**config.mk**
```make
export PLATFORM = sky130hd
export DESIGN_NAME = sevenseg_scan_flat
export DESIGN_NICKNAME = d
export VERILOG_FILES = /design/src/rtl/sevenseg_pkg.sv /design/src/rtl/sevenseg_scan_if.sv /design/src/rtl/bcd_to_seg.sv /design/src/rtl/sevenseg_scan.sv /design/src/flat_wrapper.sv
export SDC_FILE = /design/constraint.sdc
export NUM_CORES = 1
export LEC_CHECK = 0
export ABC_AREA = 1
export CAP_MARGIN = 30
export CORE_MARGIN = 3
export CORE_UTILIZATION = 40
export CTS_BUF_LIST = sky130_fd_sc_hd__clkbuf_4
export DETAILED_ROUTE_END_ITERATION = 6
export DONT_BUFFER_PORTS = 1
export SLEW_MARGIN = 10
export SYNTH_ARGS = -nofsm -noshare
export SYNTH_HDL_FRONTEND = slang
export SYNTH_SLANG_ARGS = --single-unit
```
**constraint.sdc**
```tcl
create_clock -name clk -period 2.4 [get_ports clk]
set_input_delay 0.72 -clock clk [delete_from_list [all_inputs] [get_ports clk]]
set_output_delay 0.72 -clock clk [all_outputs]
set_load 0.1 [all_outputs]
```
**src/rtl/sevenseg_pkg.sv**
```systemverilog
// Shared types and constants for the multiplexed 7-segment scanner.
package sevenseg_pkg;
  typedef logic [6:0] seg_t;        // {g,f,e,d,c,b,a}, active-low
  typedef logic [1:0] digit_idx_t;

  localparam int   NUM_DIGITS = 3;
  localparam seg_t SEG_BLANK  = 7'b1111111;
  localparam seg_t SEG_DASH   = 7'b0111111;
endpackage

```
**src/rtl/sevenseg_scan_if.sv**
```systemverilog
// Digit inputs, freeze control and display bus of the scanner.
interface sevenseg_scan_if;
  import sevenseg_pkg::*;
  logic [3:0] y2, y1, y0;
  logic       freeze;
  seg_t       seg;
  logic [2:0] an;

  modport master (output y2, y1, y0, freeze, input seg, an);
  modport slave  (input y2, y1, y0, freeze, output seg, an);
endinterface

```
**src/rtl/bcd_to_seg.sv**
```systemverilog
// Combinational BCD to active-low 7-segment decoder; 10..15 show a dash.
module bcd_to_seg
  import sevenseg_pkg::*;
(
  input  logic [3:0] i_bcd,
  output seg_t       o_seg
);
  // Digit glyph lookup
  always_comb begin
    o_seg = SEG_DASH;
    case (i_bcd)
      4'd0: o_seg = 7'b1000000;
      4'd1: o_seg = 7'b1111001;
      4'd2: o_seg = 7'b0100100;
      4'd3: o_seg = 7'b0110000;
      4'd4: o_seg = 7'b0011001;
      4'd5: o_seg = 7'b0010010;
      4'd6: o_seg = 7'b0000010;
      4'd7: o_seg = 7'b1111000;
      4'd8: o_seg = 7'b0000000;
      4'd9: o_seg = 7'b0010000;
      default: o_seg = SEG_DASH;
    endcase
  end
endmodule

```
**src/rtl/sevenseg_scan.sv**
```systemverilog
// Three-digit time-multiplexed 7-segment scanner with per-frame snapshot
// and freeze (lap-hold). Optional leading-zero blanking via the
// SEG_BLANK_LEADING_EN macro.
module sevenseg_scan
  import sevenseg_pkg::*;
#(
  parameter int REFRESH_DIV = 4
) (
  input  logic            clk,
  input  logic            rst,
  sevenseg_scan_if.slave  bus
);
  localparam int                CW      = (REFRESH_DIV > 1) ? $clog2(REFRESH_DIV) : 1;
  localparam logic [CW-1:0]     DIV_MAX = CW'(REFRESH_DIV - 1);
  localparam digit_idx_t        IDX_MAX = digit_idx_t'(NUM_DIGITS - 1);

  logic [CW-1:0]                  r_div_cnt;
  digit_idx_t                     r_idx;
  logic [NUM_DIGITS-1:0][3:0]     r_snap;
  seg_t                           r_seg;
  logic [NUM_DIGITS-1:0]          r_an;

  logic [NUM_DIGITS-1:0][3:0]     w_live, w_src;
  digit_idx_t                     w_sel;
  logic                           w_idx_ok, w_frame, w_load, w_blank;
  logic [3:0]                     w_dig;
  seg_t                           w_dec, w_seg_nxt;
  logic [NUM_DIGITS-1:0]          w_an_nxt;

  assign w_live   = {bus.y2, bus.y1, bus.y0};
  assign w_idx_ok = (r_idx <= IDX_MAX);
  assign w_sel    = w_idx_ok ? r_idx : '0;
  assign w_frame  = (r_idx == '0) && (r_div_cnt == '0);
  assign w_load   = w_frame && !bus.freeze;
  // On a loading frame start the live digits bypass the snapshot so the new
  // frame shows fresh data without an extra cycle of delay.
  assign w_src    = w_load ? w_live : r_snap;
  assign w_dig    = w_src[w_sel];

  bcd_to_seg u_dec (.i_bcd(w_dig), .o_seg(w_dec));

`ifdef SEG_BLANK_LEADING_EN
  logic [NUM_DIGITS-1:0] w_zero;
  for (genvar g = 0; g < NUM_DIGITS; g++) begin : g_zero
    assign w_zero[g] = (w_src[g] == 4'd0);
  end
  assign w_blank = ((w_sel == digit_idx_t'(2)) && w_zero[2]) ||
                   ((w_sel == digit_idx_t'(1)) && w_zero[2] && w_zero[1]);
`else
  assign w_blank = 1'b0;
`endif

  // Next segment/anode pattern for the digit selected this cycle
  always_comb begin
    w_seg_nxt = w_dec;
    w_an_nxt  = ~(NUM_DIGITS'(1) << w_sel);
    if (!w_idx_ok) begin
      w_seg_nxt = SEG_BLANK;
      w_an_nxt  = '1;
    end else if (w_blank) begin
      w_seg_nxt = SEG_BLANK;
    end
  end

  // Refresh divider and digit index; an illegal index recovers to digit 0
  always_ff @(posedge clk) begin
    if (rst) begin
      r_div_cnt <= '0;
      r_idx     <= '0;
    end else if (!w_idx_ok) begin
      r_div_cnt <= '0;
      r_idx     <= '0;
    end else if (r_div_cnt == DIV_MAX) begin
      r_div_cnt <= '0;
      r_idx     <= (r_idx == IDX_MAX) ? '0 : r_idx + digit_idx_t'(1);
    end else begin
      r_div_cnt <= r_div_cnt + CW'(1);
    end
  end

  // Frame snapshot, loaded only at frame start when not frozen
  always_ff @(posedge clk) begin
    if (rst)         r_snap <= '0;
    else if (w_load) r_snap <= w_live;
  end

  // Registered display outputs, blank while in reset
  always_ff @(posedge clk) begin
    if (rst) begin
      r_seg <= SEG_BLANK;
      r_an  <= '1;
    end else begin
      r_seg <= w_seg_nxt;
      r_an  <= w_an_nxt;
    end
  end

  assign bus.seg = r_seg;
  assign bus.an  = r_an;
endmodule
```
**src/flat_wrapper.sv**
```systemverilog
// flat-port wrapper written by rule: the top's interface ports become plain ports
module sevenseg_scan_flat import sevenseg_pkg::*;
#(
  parameter int REFRESH_DIV = 4
)
  (clk, rst, bus_y2, bus_y1, bus_y0, bus_freeze, bus_seg, bus_an);
  sevenseg_scan_if bus_i ();
  input  logic clk;
  input  logic rst;
  input wire logic [$bits(bus_i.y2)-1:0] bus_y2;
  input wire logic [$bits(bus_i.y1)-1:0] bus_y1;
  input wire logic [$bits(bus_i.y0)-1:0] bus_y0;
  input wire logic [$bits(bus_i.freeze)-1:0] bus_freeze;
  output wire logic [$bits(bus_i.seg)-1:0] bus_seg;
  output wire logic [$bits(bus_i.an)-1:0] bus_an;
  assign bus_i.y2 = bus_y2;
  assign bus_i.y1 = bus_y1;
  assign bus_i.y0 = bus_y0;
  assign bus_i.freeze = bus_freeze;
  assign bus_seg = bus_i.seg;
  assign bus_an = bus_i.an;
  sevenseg_scan #(.REFRESH_DIV(REFRESH_DIV)) u_core (.clk(clk), .rst(rst), .bus(bus_i));
endmodule
```
==> summary.txt <==
Outcome - finished clean
Vias after detailed routing - 1065
Vias per inst - 4.95
Syn. warnings - 0
Final period utilization - 90.6%
Synth Register Bits - 26
Residual DRC count - 0
First-pass GRT wire length - 4460 um
Switching power - 0.000610 W
Initial Util - 42.6%
CP most frequent cell - nand3_1
CP max stage delay - 0.36 ns
TritonCTS buffer count - 3
Startpoint Class - flop
# Post-CTS Setup Buffers - 0
Clk root buf - clkbuf_4
DR WL/cell - 12.4 um
Drt first pass iters - 4
Max Slew Vio Count - 0
Setup violators final - 0
Number of diodes - 0
Worst slew margin - 77.1%
Lkg Pwr - 0.652 nW
Global route overflow - 0
Die X-Extent - 63.5 um
Final min period - 2.17 ns
Synth Net Count - 188
R2R Setup Slk - 0.23 ns
Worst EP arrival - 2.39 ns
Distinct cells, synth - 24
Die footprint - 4030 um2
Routability congestion estimate - 0.818
Pwr dens - 897 nW/um2
Crit-path cells - inv_1, ha_1, buf_4, nand4_1, nand3_1, nand3_1, nand2_2, inv_2, ha_1, nand2_1, nand3_1, nand3_1
Count of input and output buffers - 0
Max VDD drop - 0.316 mV
Reg clk slew, reported paths - 0.14 ns
DP Wirelength - 2030 um
Share of layout cells above drive strength 1 - 19.9%
Critical-path maximum fanout - 6
Final Hold Fails - 0
Mapped cell area - 1320 um2
Least-Margin Pin Slew - 0.343 ns
First DRT Iteration DRCs - 60
Combinational share of power - 46.8%
Total global-route track usage - 13.9%
Clk_skew - 0.00806 ns
Area Overhead vs Synth - 11.1%
ANT nets after route - 0
Final wirelength - 2660 um
Die Height - 63.5 um
I/O Pins - 25
CTS tree - yes
CP bufs+invs - 3
Cell Rows - 20
Synthesized area per cell - 8.31 um2
Clk sink count - 26
Final Util - 47.3%
Area contributors post-synth - dfxtp_1 (39%), ha_1 (13%), nand3_1 (9.5%)
Synth Instances - 159
Clock Tree Buf Depth - 2
Maxcap violations - 0
Commonest non-fill, non-tap cell in the layout - dfxtp_1
Synth area leader - dfxtp_1
CP Class - flop to flop
Worst Path Required - 2.62 ns
Largest net degree at the start of global routing - 21
Max frequency - 0.460 GHz
P_int - 0.000707 W
CP max stage cell - dfxtp_1
Nets - 201
Final setup TNS - 0 ns
Area of the core - 3100 um2
Yosys top cell area share - 39.4%
Sw Share - 46.3%
Clk_lat worst skew - 0.32 ns
Initial antenna violation count - 0
CP top delay family - simple AND/OR/NAND/NOR gates
RSZ-0062 raised after global routing - no
Highest-count cells in the layout ignoring fill and taps - dfxtp_1 (26), nand3_1 (25), nand2_1 (20), inv_1 (17)
Hold Crit Class - input port to flop
Clock Power Share - 14.3%
Vias in the first global route - 1044
Htree depth - 1
Critical Path End Type - flop
Post-synthesis sequential area ratio - 39.4%
Register share of total power - 38.8%
timing repair:
action                                 4_1_cts  5_1_grt
hold buffers                                 0        0
endpoints found under the hold margin        0        0
gates resized for setup                      0        1
setup endpoints to repair                    0        5
state kept, by name, indices dropped and copies added (netlist names):
name,flops
u_core.r_idx,2
u_core.r_snap,12
u_core.bus.seg,7
u_core.r_div_cnt,2
u_core.bus.an,3
power groups by stage:
stage	Sequential, W	Combinational (W)	Clock, W
finish	0.000512	0.000616	0.000189
global route	0.000519	0.000667	0.000210
CTS	0.000512	0.000610	0.000192
floorplan	0.000771	0.000263	0
global placement	0.000521	0.000597	0
detailed placement	0.000522	0.000609	0
metal layers:
layer	vias to the layer above	part of all wire [%]	wire (um)	GRT usage (%)
met2	24	47	1250	22.8
met3	6	7.3	193	3.57
met1	479	44	1160	16.9
met4	0	1.8	48	6.20
li1	556	-	-	-
met5	-	0	0	0
synthesized netlist by cell type (all sizes together):
library cell	count
a21oi	11
and3	1
buf	4
clkbuf	2
clkinv	1
dfxtp	26
ha	14
inv	20
nand2	27
nand3	26
nand4	8
nor2	6
nor3	1
o211ai	4
o21ai	7
or2	1
cells by family after synthesis:
kind of cell,synth area share [%]
simple gates,27.0
buf+inv,9.66
flops,39.4
compound gates,10.7
fa+ha+maj,13.3
layout make-up:
type | count | area [um2]
Tap cell | 44 | 55.1
Multi-Input combinational cell | 107 | 686
Clock inverter | 1 | 3.75
Inverter | 21 | 82.6
Clock buffer | 3 | 22.5
Sequential cell | 26 | 520
Fill cell | 343 | 1640
Timing Repair Buffer | 13 | 97.6
through the flow:
step	area [um2]	hold WS [ns]	setup WS [ns]	power, W	cells
finish	1470	0.440	0.226	0.00132	215
global route	1470	0.424	0.0189	0.00140	215
CTS	1460	0.441	0.187	0.00131	214
detailed placement	1430	0.452	0.178	0.00113	210
global placement	1430	0.438	0.242	0.00112	210
floorplan	1320	0.424	0.334	0.00103	159
path summary, 6_finish.rpt:
kind / start / to / depth (start not counted)
max reg2reg: u_core.r_idx[1] / u_core.bus.seg[3] / 12
max: u_core.r_idx[1] / u_core.bus.seg[3] / 12
min reg2reg: u_core.r_div_cnt[0] / u_core.r_div_cnt[0] / 1
min: rst / u_core.r_snap[5] / 1
No activity file was read; power rests on OpenSTA's default activity.
